File: src/rtl/vx_scoreboard_release.sv
// Per-warp register scoreboard: reserves destinations at issue and releases them on the eop writeback.
// Same-cycle eop releases are forwarded to the issue check, and consecutive blocked cycles feed a deadlock watchdog.
module vx_scoreboard_release #(
    parameter int NUM_WARPS       = 4,
    parameter int NW_BITS         = 2,
    parameter int NUM_REGS        = 64,
    parameter int NR_BITS         = 6,
    parameter int DEADLOCK_CYCLES = 10000
) (
    input  logic               clk,
    input  logic               reset,
    input  logic               ibuf_valid,
    input  logic [NW_BITS-1:0] ibuf_wid,
    input  logic               ibuf_wb,
    input  logic [NR_BITS-1:0] ibuf_rd,
    input  logic [NR_BITS-1:0] ibuf_rs1,
    input  logic [NR_BITS-1:0] ibuf_rs2,
    input  logic [NR_BITS-1:0] ibuf_rs3,
    output logic               ibuf_ready,
    input  logic               wb_valid,
    input  logic [NW_BITS-1:0] wb_wid,
    input  logic [NR_BITS-1:0] wb_rd,
    input  logic               wb_eop,
    output logic               wb_ready,
    output logic [31:0]        perf_stalls,
    output logic               deadlock,
    output logic               error
);

    localparam int                 CNT_BITS = $clog2(DEADLOCK_CYCLES + 1);
    localparam logic [CNT_BITS-1:0] DL_MAX  = CNT_BITS'(DEADLOCK_CYCLES);

    logic [NUM_REGS-1:0] inuse_rows [NUM_WARPS];
    logic                wb_ready_reg;
    logic [31:0]         perf_stalls_reg;
    logic [CNT_BITS-1:0] block_cnt_reg;
    logic [CNT_BITS-1:0] block_cnt_next;
    logic                deadlock_reg;
    logic                error_reg;

    logic                wb_release;
    logic                wb_clear;
    logic                rel_hit;
    logic [NUM_REGS-1:0] wb_onehot;
    logic [NUM_REGS-1:0] rd_onehot;
    logic [NUM_REGS-1:0] rel_mask;
    logic [NUM_REGS-1:0] eff;
    logic                hazard;
    logic                issue_fire;
    logic                reserve;
    logic                blocked;

    assign wb_release = wb_valid & wb_ready_reg & wb_eop;
    assign wb_clear   = wb_release & (wb_rd != '0);
    assign wb_onehot  = NUM_REGS'(1) << wb_rd;
    assign rd_onehot  = NUM_REGS'(1) << ibuf_rd;
    assign rel_hit    = inuse_rows[wb_wid][wb_rd];

    // Forward a same-cycle eop release so a dependent instruction issues without a bubble.
    assign rel_mask   = (wb_release && (wb_wid == ibuf_wid)) ? wb_onehot : '0;
    assign eff        = inuse_rows[ibuf_wid] & ~rel_mask;
    assign hazard     = eff[ibuf_rs1] | eff[ibuf_rs2] | eff[ibuf_rs3] | (ibuf_wb & eff[ibuf_rd]);

    assign ibuf_ready = reset & ~hazard;
    assign issue_fire = ibuf_valid & ibuf_ready;
    assign reserve    = issue_fire & ibuf_wb & (ibuf_rd != '0);
    assign blocked    = ibuf_valid & ~ibuf_ready;

    generate
        for (genvar gi = 0; gi < NUM_WARPS; gi++) begin : g_warp
            logic [NUM_REGS-1:0] row_reg;
            logic [NUM_REGS-1:0] set_mask;
            logic [NUM_REGS-1:0] clr_mask;

            assign set_mask = (reserve  && (ibuf_wid == NW_BITS'(gi))) ? rd_onehot : '0;
            assign clr_mask = (wb_clear && (wb_wid   == NW_BITS'(gi))) ? wb_onehot : '0;

            // Set is applied after clear so a simultaneous reserve keeps the bit.
            always_ff @(posedge clk or negedge reset) begin
                if (!reset) begin
                    row_reg <= '0;
                end else begin
                    row_reg <= (row_reg & ~clr_mask) | set_mask;
                end
            end

            assign inuse_rows[gi] = row_reg;
        end
    endgenerate

    always_comb begin
        block_cnt_next = '0;
        if (blocked) begin
            block_cnt_next = (block_cnt_reg == DL_MAX) ? DL_MAX : block_cnt_reg + CNT_BITS'(1);
        end
    end

    always_ff @(posedge clk or negedge reset) begin
        if (!reset) begin
            wb_ready_reg    <= 1'b0;
            perf_stalls_reg <= '0;
            block_cnt_reg   <= '0;
            deadlock_reg    <= 1'b0;
            error_reg       <= 1'b0;
        end else begin
            wb_ready_reg    <= 1'b1;
            perf_stalls_reg <= perf_stalls_reg + {31'd0, blocked};
            block_cnt_reg   <= block_cnt_next;
            deadlock_reg    <= (block_cnt_next == DL_MAX);
            error_reg       <= error_reg | (wb_clear & ~rel_hit);
        end
    end

    assign wb_ready    = wb_ready_reg;
    assign perf_stalls = perf_stalls_reg;
    assign deadlock    = deadlock_reg;
    assign error       = error_reg;

endmodule
File: config.mk
export PLATFORM = sky130hd
export DESIGN_NAME = vx_scoreboard_release
export DESIGN_NICKNAME = d
export VERILOG_FILES = /design/src/rtl/vx_scoreboard_release.sv
export SDC_FILE = /design/constraint.sdc
export NUM_CORES = 1
export LEC_CHECK = 0
export BUFFER_PORTS_ARGS = -buffer_cell sky130_fd_sc_hd__buf_4
export CORE_MARGIN = 5
export CORE_UTILIZATION = 60
export DETAILED_ROUTE_END_ITERATION = 16
export PLACE_DENSITY_LB_ADDON = 0.08
export SLEW_MARGIN = 20
export SYNTH_ARGS = -nofsm -noshare
export SYNTH_HDL_FRONTEND = slang
export SYNTH_SLANG_ARGS = --single-unit
File: constraint.sdc
create_clock -name clk -period 5.2 [get_ports clk]
set_input_delay 0.26 -clock clk [delete_from_list [all_inputs] [get_ports clk]]
set_output_delay 0.26 -clock clk [all_outputs]
set_load 0.01 [all_outputs]
* After elaboration in Yosys (flattened, before gate mapping)
Cells that the tools add are included.
** Cells by class
- Add/sub/neg operators :: 2
- $lt $le $gt $ge :: 7
- Equality and inequality tests :: 9
- Shift-type cells :: 2
- Multiplexer cells :: 27
- Bitwise logic cells :: 33
- Reductions and logical operators :: 13
** Operator list (number)
- two-way mux 64 bit :: 13
- bitwise AND 64 bit :: 5
- NOT 64 bit :: 5
- binary-select mux 64 bit (select 2 bit) :: 2
- bitwise OR 64 bit :: 4
- << shifter 1 x 6 -> 64 bit, first input constant :: 2
- less-than comparator 6 x 7 -> 1 bit, second input constant :: 5
- adder 32 x 1 -> 32 bit :: 1
- binary-select mux 1 bit (select 6 bit) :: 5
- == test 14 bit, second input constant :: 2
- two-way mux 14 bit :: 2
- adder 14 x 1 -> 14 bit, second input constant :: 1
- nonzero test 6 bit :: 2
- bitwise AND 1 bit :: 10
- logical AND 1 bit :: 9
- == test 2 bit, second input constant :: 4
- greater-or-equal comparator 3 bit, second input constant :: 2
- NOT 2 -> 3 bit :: 2
- two-way mux 1 bit :: 5
- == test 2 x 1 -> 1 bit, second input constant :: 2
- logical NOT 2 bit :: 2
- bitwise OR 1 bit :: 4
- NOT 1 bit :: 3
- == test 2 bit :: 1
** Word-level totals
- Bits in registers :: 305
- Word-level logic and storage cells :: 102

* Logic depth before layout (Yosys ltp)
- Word-level depth :: 19
- Depth in mapped cells :: 23
- Mapped depth without buffers :: 16

* Worst setup path after synthesis
Ideal clock, no wire load.
- Kind :: in2reg
- Start :: input port ibuf_wid[0]
- End :: register perf_stalls_reg[12], in the netlist perf_stalls[12]
- Library setup time :: 0.126 ns
- Arrival :: 3.971 ns
- Required time :: 5.074 ns
- Path slack :: 1.103 ns
- Cell stages on the path :: 19
- Cell sequence :: buf_6 -> buf_6 -> buf_6 -> mux4_2 -> o21ai_2 -> o22ai_1 -> a2111oi_2 -> nand4_1 -> o211ai_2 -> o211a_1 -> clkbuf_1 -> a21oi_1 -> ha_1 -> ha_1 -> and3_1 -> and4_1 -> clkbuf_1 -> and3_1 -> xor2_1
** Between the ends
- Word-level cells in the longest chain between the ends :: 15
** Ends and longest elaborated chain
- start: declaration :: RTL line 13 : input logic [NW_BITS-1:0] ibuf_wid,
- NOT 2 -> 3 bit (implied by the code) or == test 2 bit (tied branches) :: RTL line 61, 60
- binary-select mux 64 bit (select 2 bit) or logical AND 1 bit (tied branches) :: RTL line 61, 60
- two-way mux 64 bit (on tied branches) :: RTL line 61, 60
- two-way mux 64 bit (implied by the code) or NOT 64 bit (tied branches) :: RTL line 61 : assign eff = inuse_rows[ibuf_wid] & ~rel_mask;
- bitwise AND 64 bit (*) :: RTL line 61
- binary-select mux 1 bit (select 6 bit) :: RTL line 62 : assign hazard = eff[ibuf_rs1] | eff[ibuf_rs2] | eff[ibuf_rs3] | (ibuf_wb & eff[ibuf_rd]);
- two-way mux 1 bit (implied by the code) :: RTL line 62
- bitwise OR 1 bit (2 in a row) :: RTL line 62
- bitwise OR 1 bit (*) :: RTL line 62
- NOT 1 bit (*) :: RTL line 64 : assign ibuf_ready = reset & ~hazard;
- bitwise AND 1 bit (*) :: RTL line 64
- NOT 1 bit (*) :: RTL line 67 : assign blocked = ibuf_valid & ~ibuf_ready;
- bitwise AND 1 bit (*) :: RTL line 67
- adder 32 x 1 -> 32 bit (*) :: RTL line 107 : perf_stalls_reg <= perf_stalls_reg + {31'd0, blocked};
- end signal: assignment :: RTL line 107
- end: declaration :: RTL line 35 : logic [31:0] perf_stalls_reg;
Mark *: on every way between the ends. The rest lies on a longest branch, timed or not. The select of a mux whose other input is x is not followed.

* Final worst setup path
- Start :: register wb_ready_reg, in the netlist wb_ready
- End :: output port ibuf_ready
** Between the ends
- Word-level cells in the longest chain between the ends :: 13
** Ends and longest elaborated chain
- start: declaration :: RTL line 34 : logic wb_ready_reg;
- start signal: assignment :: RTL line 100 : wb_ready_reg <= 1'b0;
- start signal: assignment :: RTL line 106 : wb_ready_reg <= 1'b1;
- bitwise AND 1 bit (*) (2 in a row) :: RTL line 53 : assign wb_release = wb_valid & wb_ready_reg & wb_eop;
- logical AND 1 bit (*) :: RTL line 60 : assign rel_mask = (wb_release && (wb_wid == ibuf_wid)) ? wb_onehot : '0;
- two-way mux 64 bit (*) :: RTL line 60
- NOT 64 bit (*) :: RTL line 61
- bitwise AND 64 bit (*) :: RTL line 61
- binary-select mux 1 bit (select 6 bit) :: RTL line 62
- two-way mux 1 bit (implied by the code) :: RTL line 62
- bitwise OR 1 bit (2 in a row) :: RTL line 62
- bitwise OR 1 bit (*) :: RTL line 62
- NOT 1 bit (*) :: RTL line 64
- bitwise AND 1 bit (*) :: RTL line 64
- end: declaration :: RTL line 19 : output logic ibuf_ready,
Marks and branches as above.

==> results.yml <==
sta:
  fin_crit_sh_pct: 97.06
  max_slew_margin_pct: 22.82
  slew_viol_final: 0
  fmaxAchievable_mhz: 198.1
  fin_worst_skew_ns: 0.02628
  rsz0062_at_grt: "false"
  tns_ns: 0
  worst_pin_slew_ns: 1.158
  setup_violations: 0
  hold_viol: 0
  min_period_ns: 5.047
power_and_ir_drop:
  power.density_nw_per_um2: 254.5
  ir_worst_vdd_mv: 0.2711
  leakage_nw: 8.825
synthesis:
  yosysMostFrequentCell: "o21ai_0"
  synth_edf_count: 0
  syn_area_sq_um: 22230
  synth_top_area_share_pct: 34.34
  synth_seq_cells: 305
  synth_warnings: 0
  seq_area_frac_synth_pct: 34.34
  yosysTopAreaCell: "dfrtp_1"
  syn_nets: 2312
  synth-async-reset-ratio_pct: 100.0
  avgSynthCellArea_sq_um: 9.801
  synthDistinctLibCells: 79
  netlist_instances: 2268
  synth-main-ff-cell: "dfrtp_1"
  synth_common_cells: "o21ai_0, dfrtp_1, nand3_1"
  yosys-top-cells-area: "dfrtp_1, mux4_2, o21ai_0"
critical_path:
  critPathMaxStageDelay_ns: 0.67
  cpMaxStageDelayCell: "buf_12"
  path_cells: "nand3_2 -> nand3b_1 -> buf_12 -> buf_4 -> o21ai_0 -> mux4_2 -> and3_1 -> a31oi_1 -> o211ai_1 -> nand4b_1 -> buf_12 -> nor2_1 -> buf_4"
  required_ns: 4.94
  path_max_fanout: 174
  critical_path_arrival_ns: 4.79
  startpoint_type: "flop"
  crit_type: "reg2out"
  endpoint_kind: "primary output"
global_routing:
  grt_max_degree: 175
  grt_usage_pct: 41.70
  grt_pass1_wl_um: 131400
  antenna_found_initial: 3
  grt_pass1_vias: 20930
  overflow: 0
layout:
  largest_reg_flops: 256
  finalInstanceArea_sq_um: 24030
  area_growth_pct: 8.111
  multi_input_area_sq_um: 13370
  fillCellCount: 2945
  regArea_sq_um: 7632
  final_nets: 2248
  drive_above_1_share_pct: 22.56
routing:
  route.met3.wl_um: 12160
  top_layer: "met5"
  routedWlPerCell_um: 32.15
  drc: 0
  num_vias: 21390
  m1WireLength_um: 31660
  drt_wl_total_um: 86790
  avgViaCountPerCell: 7.925
  drt_iter0_drc: 3116
  firstDrtPassIters: 7
  ant_nets: 0
  wl_met2_um: 37370
cts:
  clk_pin_slew_ns: 0.06
  clockRootBuffer: "clkbuf_16"
  numCtsBuffers: 37
  clock_latency_ns: 0.57
  cts_buffer_depth: 3
  cts_tree: "yes"
  h-tree-depth: 2
  cts_setup_buffers: 0
  clock-sinks: 305
floorplan:
  die_h_um: 202.5
  coreArea_sq_um: 36610
  ioPinCount: 76
  die-area_sq_um: 41000
  rows: 70
  start_util_pct: 60.72
  die_w_um: 202.5
placement:
  dp_hpwl_um: 56070
  dpl_cell_area_sq_um: 22860
  io_buffers: 75
  place_congestion: 1.185
worst_hold_path:
  holdCritPathClass: "in2reg"
run:
  cap_violations: 0
status:
  status: "completed"
-- layout make-up --
cell class	instances	share of cell area (%)
clock buffer	57	4.634
sequential	305	31.76
tap	468	2.437
clock inverter	8	0.1822
antenna	1	0.01041
timing repair buffer	141	5.019
multi-input combinational	1697	55.62
inverter	22	0.3436
-- cells in the final DEF (no fill, tap or decap), drive strengths merged, types with 14 or more instances in the layout --
master  Yosys  layout
inv        17      18
dfrtp     305     305
clkbuf    140      57
xnor2      34      34
o22ai      52      52
mux4      157     157
nor3       29      29
nand2     139     139
mux2i      20      20
nor2      117     117
o21ai     339     339
nand3     297     297
buf       104     140
o211ai     17      17
a211oi     16      16
o31ai     253     253
nand4      14      14
a21oi      22      22
-- per-stage QoR --
| step | worst slack [ns] | utilization (%) | cells | hold slack, ns | power [mW] |
|---|---|---|---|---|---|
| 2_1_floorplan | 1.103 | - | 2268 | -0.03559 | 3.200 |
| 3_3_place_gp | 0.3086 | 62.43 | 2632 | 0.2802 | 3.585 |
| 3_5_place_dp | 0.2703 | 62.43 | 2632 | 0.2833 | 3.598 |
| 4_1_cts | 0.2077 | 65.62 | 2698 | 0.01777 | 6.081 |
| 5_1_grt | 0.1103 | 65.64 | 2698 | 0.02650 | 6.277 |
| 6_report | 0.1529 | 65.64 | 2699 | 0.03654 | 6.117 |
-- critical path: cells and delay by family, from the launching register on --
family          cells  cell delay, ns
buf+inv             4            1.38
compound gates      3            0.73
flops               1            0.40
simple gates        5            0.95
mux                 1            0.49
-- kinds of logic (layout without fill, tap and decap cells) --
family                   count (synthesis)  after routing  share of synthesized area, %
buffers and inverters                  266            228                         5.882
other                                    1              2                       0.01687
flip-flops                             305            305                         34.34
AND/OR/NAND/NOR                        682            682                         15.20
XOR/XNOR                                46             46                         1.846
AO/OA/AOI/OAI                          778            778                         25.23
adder cells (fa/ha/maj)                  4              4                        0.2252
multiplexers                           186            186                         17.26
-- per-layer routing --
metal	vias to the layer above	global-route usage [%]
met2	1774	60.88
li1	8704	-
met1	10520	56.65
met5	-	0
met3	392	12.39
met4	2	22.11
-- worst paths after layout --
check	start	to	slack (ns)	depth (start not counted)
worst min-delay path	ibuf_valid	block_cnt_reg[4]	0.04	3
min in group asynchronous	reset	g_warp[1].row_reg[54]	0.28	2
max in group asynchronous	reset	block_cnt_reg[6]	3.49	3
worst max register to register	wb_ready	perf_stalls[26]	0.26	18
worst max-delay path	wb_ready	ibuf_ready	0.15	13
worst min register to register	g_warp[2].row_reg[0]	g_warp[2].row_reg[0]	0.40	0
-- repair_timing --
item | in CTS | in global routing
setup endpoints to repair | 0 | 4
gates resized for setup | 0 | 2
hold buffers | 1 | 0
hold endpoints to repair | 74 | 0
-- where the power goes --
| part | total (mW) | leakage (nW) | switching [mW] | internal (mW) |
|---|---|---|---|---|
| logic | 1.11 | 4.02 | 0.811 | 0.297 |
| registers | 2.49 | 4.23 | 0.0588 | 2.44 |
| clock network | 2.52 | 0.576 | 1.04 | 1.47 |
| total | 6.12 | 8.83 | 1.91 | 4.20 |
Note: power is estimated with default switching activity, not from simulation.
